--- config.mk ---
export PLATFORM = sky130hd
export DESIGN_NAME = dte_ar_deposit
export DESIGN_NICKNAME = d
export VERILOG_FILES = /design/src/rtl/dte_ar_deposit_pkg.sv /design/src/rtl/dte_ar_deposit_chunk_shifter.sv /design/src/rtl/dte_ar_deposit.sv
export SDC_FILE = /design/constraint.sdc
export NUM_CORES = 1
export LEC_CHECK = 0
export ABC_CLOCK_PERIOD_IN_PS = 2200
export CORE_UTILIZATION = 44
export CTS_CLUSTER_SIZE = 10
export DETAILED_ROUTE_END_ITERATION = 10
export PLACE_DENSITY_LB_ADDON = 0.2
export SYNTH_ARGS = -nofsm -noshare
export SYNTH_HDL_FRONTEND = slang
export SYNTH_SLANG_ARGS = --single-unit
--- constraint.sdc ---
create_clock -name clk -period 2.2 [get_ports clk]
set_input_delay 0.55 -clock clk [delete_from_list [all_inputs] [get_ports clk]]
set_output_delay 0.55 -clock clk [all_outputs]
set_load 0.005 [all_outputs]
--- src/rtl/dte_ar_deposit_pkg.sv ---
// Shared types and default sizes for the DTE AR deposit/examine path.
package dte_ar_deposit_pkg;

  localparam int DEF_CHUNK_W = 12;
  localparam int DEF_NCHUNK  = 3;
  localparam int DEF_ARM_TMO = 255;

  typedef enum logic [1:0] {
    OP_NOP     = 2'b00,
    OP_DEPOSIT = 2'b01,
    OP_EXAMINE = 2'b10,
    OP_ABORT   = 2'b11
  } cmd_op_e;

  typedef enum logic [2:0] {
    ST_IDLE,
    ST_COLLECT,
    ST_ARM,
    ST_OVR,
    ST_CAPTURE,
    ST_SEND
  } state_e;

endpackage

--- src/rtl/dte_ar_deposit_chunk_shifter.sv ---
// Staging/shift register shared by deposit (chunk writes) and examine (parallel load, rotate out).
// Chunk 0 occupies the most significant bits, matching AR bit 0 as the MSB.
module dte_ar_deposit_chunk_shifter
  import dte_ar_deposit_pkg::*;
#(
  parameter int CHUNK_W = DEF_CHUNK_W,
  parameter int NCHUNK  = DEF_NCHUNK,
  parameter int IDX_W   = (NCHUNK > 1) ? $clog2(NCHUNK) : 1
) (
  input  logic                      clk,
  input  logic                      reset,
  input  logic                      clear_i,
  input  logic                      load_chunk_i,
  input  logic [IDX_W-1:0]          chunk_idx_i,
  input  logic [CHUNK_W-1:0]        chunk_i,
  input  logic                      load_word_i,
  input  logic [CHUNK_W*NCHUNK-1:0] word_i,
  input  logic                      shift_i,
  output logic [CHUNK_W*NCHUNK-1:0] word_o,
  output logic [CHUNK_W-1:0]        chunk_o
);

  localparam int WORD_W = CHUNK_W * NCHUNK;

  logic [WORD_W-1:0] stage_q;
  logic [WORD_W-1:0] stage_d;

  // Shift-out rotates, so a completed examine leaves the captured word in place.
  always_comb begin
    stage_d = stage_q;
    if (clear_i) begin
      stage_d = '0;
    end else if (load_word_i) begin
      stage_d = word_i;
    end else if (shift_i) begin
      stage_d = {stage_q[WORD_W-CHUNK_W-1:0], stage_q[WORD_W-1 -: CHUNK_W]};
    end else if (load_chunk_i) begin
      for (int k = 0; k < NCHUNK; k++) begin
        if (chunk_idx_i == IDX_W'(k)) begin
          stage_d[WORD_W-1-k*CHUNK_W -: CHUNK_W] = chunk_i;
        end
      end
    end
  end

  always_ff @(posedge clk) begin
    if (reset) begin
      stage_q <= '0;
    end else begin
      stage_q <= stage_d;
    end
  end

  assign word_o  = stage_q;
  assign chunk_o = stage_q[WORD_W-1 -: CHUNK_W];

endmodule

--- src/rtl/dte_ar_deposit.sv ---
// Front-end diagnostic deposit into, and examine out of, the EBOX data path AR register.
// A deposit is assembled from chunks and applied as a single-cycle AR override while the EBOX is halted.
module dte_ar_deposit
  import dte_ar_deposit_pkg::*;
#(
  parameter int CHUNK_W = DEF_CHUNK_W,
  parameter int NCHUNK  = DEF_NCHUNK,
  parameter int ARM_TMO = DEF_ARM_TMO
) (
  input  logic                      clk,
  input  logic                      reset,
  input  logic                      cmd_valid,
  input  logic [1:0]                cmd_op,
  output logic                      cmd_ready,
  input  logic                      wr_valid,
  input  logic [CHUNK_W-1:0]        wr_data,
  output logic                      wr_ready,
  output logic                      rd_valid,
  output logic [CHUNK_W-1:0]        rd_data,
  input  logic                      rd_ready,
  input  logic                      ebox_halted,
  input  logic [CHUNK_W*NCHUNK-1:0] ar_in,
  output logic [CHUNK_W*NCHUNK-1:0] ar_value,
  output logic                      override_ar,
  output logic                      busy,
  output logic                      err
);

  localparam int IDX_W = (NCHUNK > 1) ? $clog2(NCHUNK) : 1;
  localparam int TMO_W = $clog2(ARM_TMO + 1);
  localparam logic [IDX_W-1:0] IDX_LAST = IDX_W'(NCHUNK - 1);
  localparam logic [TMO_W-1:0] TMO_LAST = TMO_W'(ARM_TMO - 1);

  state_e           state_q, state_d;
  logic [IDX_W-1:0] idx_q, idx_d;
  logic [TMO_W-1:0] tmo_q, tmo_d;
  logic             err_q, err_d;

  logic             sh_clear, sh_load_chunk, sh_load_word, sh_shift;
  logic [CHUNK_W-1:0] sh_chunk;
  cmd_op_e          op;
  logic             abort_req;

  assign op        = cmd_op_e'(cmd_op);
  assign abort_req = cmd_valid && (op == OP_ABORT);

  dte_ar_deposit_chunk_shifter #(
    .CHUNK_W (CHUNK_W),
    .NCHUNK  (NCHUNK),
    .IDX_W   (IDX_W)
  ) u_shifter (
    .clk          (clk),
    .reset        (reset),
    .clear_i      (sh_clear),
    .load_chunk_i (sh_load_chunk),
    .chunk_idx_i  (idx_q),
    .chunk_i      (wr_data),
    .load_word_i  (sh_load_word),
    .word_i       (ar_in),
    .shift_i      (sh_shift),
    .word_o       (ar_value),
    .chunk_o      (sh_chunk)
  );

  // ABORT is honoured only where it can safely cancel: COLLECT, ARM and SEND.
  always_comb begin
    state_d       = state_q;
    idx_d         = idx_q;
    tmo_d         = tmo_q;
    err_d         = err_q;
    sh_clear      = 1'b0;
    sh_load_chunk = 1'b0;
    sh_load_word  = 1'b0;
    sh_shift      = 1'b0;
    unique case (state_q)
      ST_IDLE: begin
        if (cmd_valid) begin
          err_d = 1'b0;
          idx_d = '0;
          if (op == OP_DEPOSIT) begin
            state_d  = ST_COLLECT;
            sh_clear = 1'b1;
          end else if (op == OP_EXAMINE) begin
            state_d = ST_CAPTURE;
          end
        end
      end
      ST_COLLECT: begin
        if (abort_req) begin
          state_d = ST_IDLE;
          err_d   = 1'b1;
        end else if (wr_valid) begin
          sh_load_chunk = 1'b1;
          if (idx_q == IDX_LAST) begin
            state_d = ST_ARM;
            tmo_d   = '0;
          end else begin
            idx_d = idx_q + IDX_W'(1);
          end
        end
      end
      ST_ARM: begin
        if (abort_req) begin
          state_d = ST_IDLE;
          err_d   = 1'b1;
        end else if (ebox_halted) begin
          state_d = ST_OVR;
        end else if (tmo_q == TMO_LAST) begin
          state_d = ST_IDLE;
          err_d   = 1'b1;
        end else begin
          tmo_d = tmo_q + TMO_W'(1);
        end
      end
      ST_OVR: begin
        state_d = ST_IDLE;
      end
      ST_CAPTURE: begin
        sh_load_word = 1'b1;
        state_d      = ST_SEND;
      end
      ST_SEND: begin
        if (abort_req) begin
          state_d = ST_IDLE;
          err_d   = 1'b1;
        end else if (rd_ready) begin
          sh_shift = 1'b1;
          if (idx_q == IDX_LAST) begin
            state_d = ST_IDLE;
          end else begin
            idx_d = idx_q + IDX_W'(1);
          end
        end
      end
      default: begin
        state_d = ST_IDLE;
      end
    endcase
  end

  always_ff @(posedge clk) begin
    if (reset) begin
      state_q <= ST_IDLE;
      idx_q   <= '0;
      tmo_q   <= '0;
      err_q   <= 1'b0;
    end else begin
      state_q <= state_d;
      idx_q   <= idx_d;
      tmo_q   <= tmo_d;
      err_q   <= err_d;
    end
  end

  assign cmd_ready   = (state_q == ST_IDLE);
  assign wr_ready    = (state_q == ST_COLLECT);
  assign rd_valid    = (state_q == ST_SEND);
  assign rd_data     = rd_valid ? sh_chunk : '0;
  assign override_ar = (state_q == ST_OVR);
  assign busy        = (state_q != ST_IDLE);
  assign err         = err_q;

endmodule

Yosys cells after proc, flatten, opt, wreduce, memory -nomap -nowiden
Cells that the tools add are included.
{"block": "word_totals", "inputBits": 56, "word_cells": 108, "ff_bits": 50}
{"block": "op_classes", "n_reduce_logical": 20, "eq_ne": 29, "muxes": 50, "n_addsub": 2}
{"op": "$mux W36", "n": 3}
{"op": "$mux W12", "n": 4}
{"op": "$mux W8", "n": 6}
{"op": "$mux W3", "n": 12}
{"op": "$reduce_bool A3 Y1", "n": 7}
{"op": "$pmux W8 S2", "n": 1}
{"op": "$mux W1", "n": 15}
{"op": "$pmux W3 S5", "n": 1}
{"op": "$ne A2 B2 Y1 const B", "n": 7}
{"op": "$reduce_and A7 Y1", "n": 2}
{"op": "$mux W2", "n": 6}
{"op": "$ne A3 B1 Y1 const B", "n": 4}
{"op": "$add A8 B1 Y8 const B", "n": 1}
{"op": "$eq A8 B8 Y1 const B", "n": 1}
{"op": "$eq A2 B2 Y1 const B", "n": 3}
{"op": "$eq A3 B2 Y1 const B", "n": 2}
{"op": "$eq A3 B3 Y1 const B", "n": 2}
{"op": "$ne A2 B1 Y1 const B", "n": 3}
{"op": "$ne A3 B3 Y1 const B", "n": 2}
{"op": "$pmux W2 S3", "n": 1}
{"op": "$reduce_and A2 Y1", "n": 3}
{"op": "$reduce_and A6 Y1", "n": 1}
{"op": "$reduce_and A5 Y1", "n": 1}
{"op": "$eq A2 B1 Y1 const B", "n": 2}
{"op": "10 further kinds", "n": 11}

Longest topological paths before layout
Gate-level depths: netlist (run 1).
{"block": "depth", "depth_word": 7, "depth_mapped": 7, "depth_no_buf": 7}

Hierarchy
From an unflattened synthesis (run 1), not the netlist that was laid out.
{"block": "hier_totals", "cells_unflattened": 356, "hier_area_um2": 3174.3}
{"module": "dte_ar_deposit_chunk_shifter", "cells_each": 222, "area_each_um2": 2133.3, "seq_area_each_um2": 720.7, "instances": 1}
{"module": "dte_ar_deposit", "cells_each": 134, "area_each_um2": 1041.0, "seq_area_each_um2": 280.3, "instances": 1}

Least setup slack after synthesis (run 1)
No wires, ideal clock.
{"block": "synth_timing", "kind": "input port to flip-flop", "startpoint": "input wr_valid", "endpoint": "register state_q[0]", "setup_slack_ps": 339, "required_time_ps": 2079, "stages": 5, "arrival_ps": 1740, "cell_sequence": "nor2b_1 o21ai_1 a32o_1 a211o_1 mux2_4"}
{"block": "synth_via", "elab_chain_len": 2}
{"element": "start, declared", "line": "dte_ar_deposit.sv:15", "rtl": "input logic wr_valid,"}
{"element": "$ne A3 B2 Y1 (no source line)"}
{"element": "$reduce_and A7 Y1 (no source line)"}
{"element": "end signal, assigned", "line": "dte_ar_deposit.sv:148", "rtl": "state_q <= state_d;"}
{"element": "end, declared", "line": "dte_ar_deposit.sv:34", "rtl": "state_e state_q, state_d;"}
Every way passes these cells.
A chain may end at the register's enable or synchronous reset.

Final worst setup path (run 1)
{"block": "layout_timing", "startpoint": "register state_q[0]", "endpoint": "output cmd_ready"}
{"block": "layout_via", "elab_chain_len": 1}
{"element": "$logic_not A3 Y1", "line": "dte_ar_deposit.sv:155", "rtl": "assign cmd_ready = (state_q == ST_IDLE);"}
{"element": "end, declared", "line": "dte_ar_deposit.sv:14", "rtl": "output logic cmd_ready,"}
Every way passes these cells.

==> metrics.md, run 1 <==
| Metric | Value |
|---|---|
| Run status | finished, final reports clean |
| Total track usage | 28.6% |
| Minimum clock period | approximately 2.1 ns |
| Final nets | about 550 |
| Finished Layout Cells | 566 |
| Row cnt | 28 |
| Slew Limit Fails | 0 |
| CP startpoint | state_q[0] |
| CTS buffer count | 5 |
| Async S/R FF share, synth | 0% |
| CTS root buf | clkbuf_8 |
| Min-delay src | tmo_q[1] |
| I/O pins | between 100 and 150 |
| Clk sinks | 50 |
| Starting density of the core | a little under half |
| Yosys warnings | 0 |
| Vias in the first global route | approximately 3.1k |
| First-pass GRT wire length | between 10 and 15 mm |
| Ys flop type | dfxtp_1 |
| Final worst path period share | just under 100% |
| Share of the synthesized area in the top cell type | a little over a third |
| Worst min path class | reg -> reg |
| Pre-Repair DR Iteration Count | 5 |
| Clock Tree Buf Depth | 2 |
| Most common cell after layout, fill and taps aside | clkdlybuf4s50_1 |
| Routed WL | just under 10 mm |
| Fin. Hold Viols | 0 |
| Crit end category | output pin |
| Register area share after synthesis | 35.1% |
| WS Path Type | reg -> out |
| Crit path largest cell delay | ~0.54 ns |
| PD cells | roughly 850 nW/um2 |
| Achievable Freq | between 0.4 and 0.5 GHz |
| Buffers and inverters on the worst path | 2 |
| Reg-to-Reg Start | idx_q[0] |
| Slowest CP cell | clkdlybuf4s50_1 |
| Vias per cell | 5.89 |
| Largest area contributor in the netlist | dfxtp_1 |
| Post-Syn Area | 2850 um2 |
| Ratio of cells with drive above 1 in the final layout | between 10% and 20% |
| Crit path max-delay family | buffers and inverters |
| DRT antenna net count | 0 |
| Setup violators final | 0 |
| Grt total ovfl | 0 |
| Die W | around 83 um |
| CP arrival | 1.59 ns |
| # diodes | 0 |
| Placed cell count | roughly 560 |
| Syn Inst Count | around 360 |
| Antenna violations before repair | 0 |
| GPL Wtd Cong | just under 0.9 |
| Die area | roughly 6800 um2 |
| Post-synth cell types | between 40 and 50 |
| Synthesized Nets | roughly 420 |
| Worst-Margin Slew | roughly 0.39 ns |
| Crit start category | register |
| Worst-path cell chain | buf_4, nor3_4, clkdlybuf4s50_1 |
| Worst Clk Skew | between 0.01 and 0.015 ns |
| CTS H-tree lvls | 2 |
| Die height | just over 80 um |
| Fin Hold WS | just over 0.5 ns |
| Commonest non-fill, non-tap cells in the layout | clkdlybuf4s50_1, dfxtp_1, a21oi_1 |
| Vias | 3336 |
| Hold Buf Count CTS | 0 |
| Synth-to-Final Area Change | 54.8% |
| Core area | ~6100 um2 |
| Yosys reg bits | 50 |
| Unrepaired setup endpoints after global routing | no |
| # Max-Cap Violations | 0 |
| LEAKAGE | 1.81 nW |
| FILL cells | roughly 480 |
| Iteration-0 DRC Markers | 215 |
| Synth top area cells | dfxtp_1, a21oi_1, o221a_1 |
| Mean post-synth cell area | approximately 7.9 um2 |
| Worst-case vdd ir drop | ~470 uV |
| R2r setup slk | 0.29 ns |
| CTS tree | done |
| I/O Buffers | between 100 and 150 |
| Number of enable flip-flop cells after synthesis | 0 |
| Rel. slew slack | about three quarters |
| Clk_lat worst skew | 0.31 ns |
| DP Wirelength | about 6.9 mm |
| Clock transition at the registers of the reported paths | approximately 0.09 ns |
| Worst Path Required | ~1.7 ns |
| DRC Markers | 0 |
| Worst-path maximum fanout | 14 |
| WL per Instance | 17.0 um |
| Largest net degree at the start of global routing | 37 |
[flip-flops by register name, summed over array words and instances, names as in the netlist]
register	cells
u_shifter.word_o	36
tmo_q	8
state_q	3
err	1
idx_q	2
[through the flow]
step                TNS, ns  area (um2)  utilization [%]  setup WS [ns]  total power [W]
floorplan                 0        2850                -          0.339          0.00214
global placement     -0.165        4240             69.6         -0.102          0.00310
detailed placement   -0.798        4240             69.6         -0.129          0.00314
CTS                       0        4330             71.0        0.00426          0.00366
global route              0        4410             72.4       0.000887          0.00393
finish                    0        4410             72.4         0.0646          0.00373
[synthesized netlist by cell type (2+ instances only)]
library cell,number
dfxtp_1,50
nor3_1,11
a21oi_1,47
buf_2,19
inv_2,2
a221oi_1,11
or3_1,3
o221a_1,17
o22ai_1,2
nand3_1,6
o221a_2,7
o21a_1,2
clkbuf_1,9
nand2_1,35
and2_1,13
nor4_1,4
nor2b_1,4
or2_2,2
xnor2_1,2
a31oi_1,4
ha_1,5
and3_1,17
nor2_1,40
o21ai_1,5
inv_1,4
nand3b_1,2
nor3_2,2
o21ai_0,17
a211oi_1,2
[worst min-delay path: stages, from the launching register on]
cell and delay [ns]:
dfxtp_1 0.35, nand2_1 0.06, a21oi_1 0.05
[report_power, final]
group	switching, W	total, W	internal, W
clock	0.000301	0.000520	0.000219
sequential	0.000198	0.00132	0.00112
combinational	0.000863	0.00189	0.00103
total	0.00136	0.00373	0.00237
[area by class of cell]
cell class / instances / area (um2) / area share (%)
Tap cell: 75 / 93.8 / 2.13
Timing Repair Buffer: 151 / 1490 / 33.7
Sequential cell: 50 / 1000 / 22.7
Inverter: 6 / 22.5 / 0.510
Clock inverter: 1 / 7.51 / 0.170
Multi-Input combinational cell: 277 / 1730 / 39.1
Clock buffer: 6 / 72.6 / 1.64
[repair_timing]
action	in CTS	in global routing
setup buffers	0	2
gates cloned	0	1
endpoints found under the setup margin	12	16
pin swaps	0	1
gates resized for setup	2	14
[logic make-up (layout without fill, tap and decap cells)]
group,after synthesis,after routing,share of synthesized area (%)
buf+inv,34,164,5.31
compound gates,123,123,30.4
flops,50,50,35.1
mux,2,2,0.877
simple gates,145,145,25.5
fa+ha+maj,5,5,2.19
xor+xnor,2,2,0.614
[worst paths after layout]
kind,endpoint,cells after the start
max,cmd_ready,3
min,tmo_q[1],2
min reg2reg,tmo_q[1],2
max reg2reg,state_q[0],7
[layer usage]
metal  GRT usage [%]  part of all wire [%]
met1            37.2                    43
met4            8.62                   1.4
met2            47.4                    47
met3            6.15                   8.4
met5               0                     0
No activity file was read; power rests on OpenSTA's default activity.
==> run 2: changes to the inputs <==
--- a/config.mk
+++ b/config.mk
@@ -5,7 +5,7 @@
 export SDC_FILE = /design/constraint.sdc
 export NUM_CORES = 1
 export LEC_CHECK = 0
-export ABC_CLOCK_PERIOD_IN_PS = 2200
+export CORE_MARGIN = 4
 export CORE_UTILIZATION = 44
 export CTS_CLUSTER_SIZE = 10
 export DETAILED_ROUTE_END_ITERATION = 10
==> metrics.md, run 2 (synthesis results as in run 1) <==
| Metric | Value |
|---|---|
| Power Total | 0.00388 W (was 0.00373 W) |
| Unrepaired setup endpoints after global routing | yes (was no) |
| Row cnt | 29 (was 28) |
| # diodes | 0 (unchanged) |
| Max reg flops | 36 (unchanged) |
| I/O Buffers | 109 (unchanged) |
| Total track usage | 25.5% (was 28.6%) |
| Die W | 88.5 um (was 82.5 um) |
| Hold Buf Count CTS | 0 (unchanged) |
| Placed Area | 4240 um2 (about the same) |
| Setup WS post-layout | 0.0296 ns (was 0.0646 ns) |
| First-pass GRT wire length | 15.7 mm (was 14.7 mm) |
| Achievable Freq | 0.461 GHz (was 0.468 GHz) |
| Slew Limit Fails | 0 (unchanged) |
| Worst-case vdd ir drop | 520 uV (was 473 uV) |
| Worst slack at placement | -0.113 ns (was -0.129 ns) |
| Routed WL | 10.1 mm (was 9.62 mm) |
| Crit end category | output pin (unchanged) |
| Antenna violations before repair | 0 (unchanged) |
| CP arrival | 1.62 ns (was 1.59 ns) |
| Finished Layout Cells | 571 (was 566) |
| Ratio of cells with drive above 1 in the final layout | 16.0% (was 15.1%) |
| Worst Path Required | 1.65 ns (about the same) |
| Commonest non-fill, non-tap cells in the layout | clkdlybuf4s50_1, a21oi_1, dfxtp_1 (was clkdlybuf4s50_1, dfxtp_1, a21oi_1) |
| Vias | 3364 (was 3336) |
| CTS tree | done (unchanged) |
| DRC Markers | 0 (unchanged) |
| Die height | 88.5 um (was 82.5 um) |
| DRT antenna net count | 0 (unchanged) |
| Worst-path cell chain | buf_6, nand2b_2, nor2_1, clkdlybuf4s50_1 (was buf_4, nor3_4, clkdlybuf4s50_1) |
| I/O pins | 110 (unchanged) |
| Vias per cell | 5.89 (about the same) |
| WS Path Type | reg -> out (unchanged) |
| Largest net degree at the start of global routing | 37 (unchanged) |
| GPL Wtd Cong | 0.850 (was 0.866) |
| Design area | 4450 um2 (was 4410 um2) |
| Crit start category | register (unchanged) |
| Slowest CP cell | clkdlybuf4s50_1 (unchanged) |
| CTS H-tree lvls | 2 (unchanged) |
| Setup violators final | 0 (unchanged) |
| DP Wirelength | 7.34 mm (was 6.86 mm) |
| CTS buffer count | 5 (unchanged) |
| Crit path max-delay family | buffers and inverters (unchanged) |
| LEAKAGE | 1.81 nW (about the same) |
| CTS root buf | clkbuf_8 (unchanged) |
| Vias in the first global route | 3129 (was 3122) |
| Die area | 7830 um2 (was 6810 um2) |
| Post-Route Setup TNS | 0 ns (unchanged) |
| Iteration-0 DRC Markers | 240 (was 215) |
| Clk_lat worst skew | 0.30 ns (was 0.31 ns) |
| Worst Clk Skew | 0.00471 ns (was 0.0120 ns) |
| Crit path largest cell delay | 0.54 ns (about the same) |
| Starting density of the core | 45.2% (was 46.8%) |
| Final nets | 555 (was 552) |
| Core area | 6310 um2 (was 6100 um2) |
| Buffers and inverters on the worst path | 2 (unchanged) |
| Most common cell after layout, fill and taps aside | clkdlybuf4s50_1 (unchanged) |
| Placed cell count | 559 (was 556) |
| Clock Tree Buf Depth | 2 (unchanged) |
| Pre-Repair DR Iteration Count | 4 (was 5) |
| Clk sinks | 50 (unchanged) |
| Clock transition at the registers of the reported paths | 0.09 ns (about the same) |
| Worst min path class | reg -> reg (unchanged) |
| Final worst path period share | 98.7% (was 97.1%) |
| Minimum clock period | 2.17 ns (was 2.14 ns) |
| WL per Instance | 17.7 um (was 17.0 um) |
| Worst-Margin Slew | 0.362 ns (was 0.394 ns) |
| # Max-Cap Violations | 0 (unchanged) |
| Worst-path maximum fanout | 14 (unchanged) |
| Rel. slew slack | 75.7% (was 73.5%) |
| Run status | finished, final reports clean (unchanged) |
| Grt total ovfl | 0 (unchanged) |
| PD cells | 872 nW/um2 (was 846 nW/um2) |
| Synth-to-Final Area Change | 55.9% (was 54.8%) |
| Fin. Hold Viols | 0 (unchanged) |
run 2: cell count changes in the layout (fill, tap and decap cells not counted), sizes merged:
cell           previous run  this run
dlymetal6s2s              9         7
buf                      41        45
clkbuf                    7         6
clkinvlp                  1         0
dlygate4sd2               0         1
bufinv                    0         1
clkdlybuf4s50           100       101
run 2: power breakdown:
part	total (W)	internal, W	switching [W]
Sequential	0.00134	0.00113	0.000213
Combinational	0.00187	0.00101	0.000861
Clock	0.000671	0.000364	0.000306
run 2: repair_timing:
action,in CTS,in global routing
buffers inserted,1,4
setup endpoints to repair,17,15
gates resized for setup,10,11
pin swaps,0,1
run 2: worst paths after layout:
path,from,endpoint,slack (ns),depth (start not counted)
max,state_q[0],wr_ready,0.03,4
min,tmo_q[7],tmo_q[7],0.51,2
max reg2reg,idx_q[0],state_q[0],0.33,7
min reg2reg,tmo_q[7],tmo_q[7],0.51,2
run 2: cell type report:
| cell class | count | area, um2 |
|---|---|---|
| inverter | 6 | 22.5 |
| fill | 497 | 1870 |
| tap | 77 | 96.3 |
| timing repair buffer | 154 | 1490 |
| clock buffer | 6 | 82.6 |
| clock inverter | 1 | 30.0 |
| sequential | 50 | 1010 |
| multi-input combinational | 277 | 1720 |
run 2: through the flow:
step | hold WS [ns] | util [%]
2_1_floorplan | 0.464 | -
3_3_place_gp | 0.477 | 67.2
3_5_place_dp | 0.492 | 67.2
4_1_cts | 0.505 | 69.5
5_1_grt | 0.544 | 70.4
6_report | 0.510 | 70.4
run 2: worst min-delay path, stage by stage (launching register included):
cell,delay (ns)
dfxtp_1,0.35
nand2_1,0.07
a21oi_1,0.06
run 2: layer usage:
metal  GRT usage, %  part of all wire, %
met1           34.8                   43
met2           42.1                   46
met3           4.10                  8.6
met4           6.87                  2.1
met5              0                    0
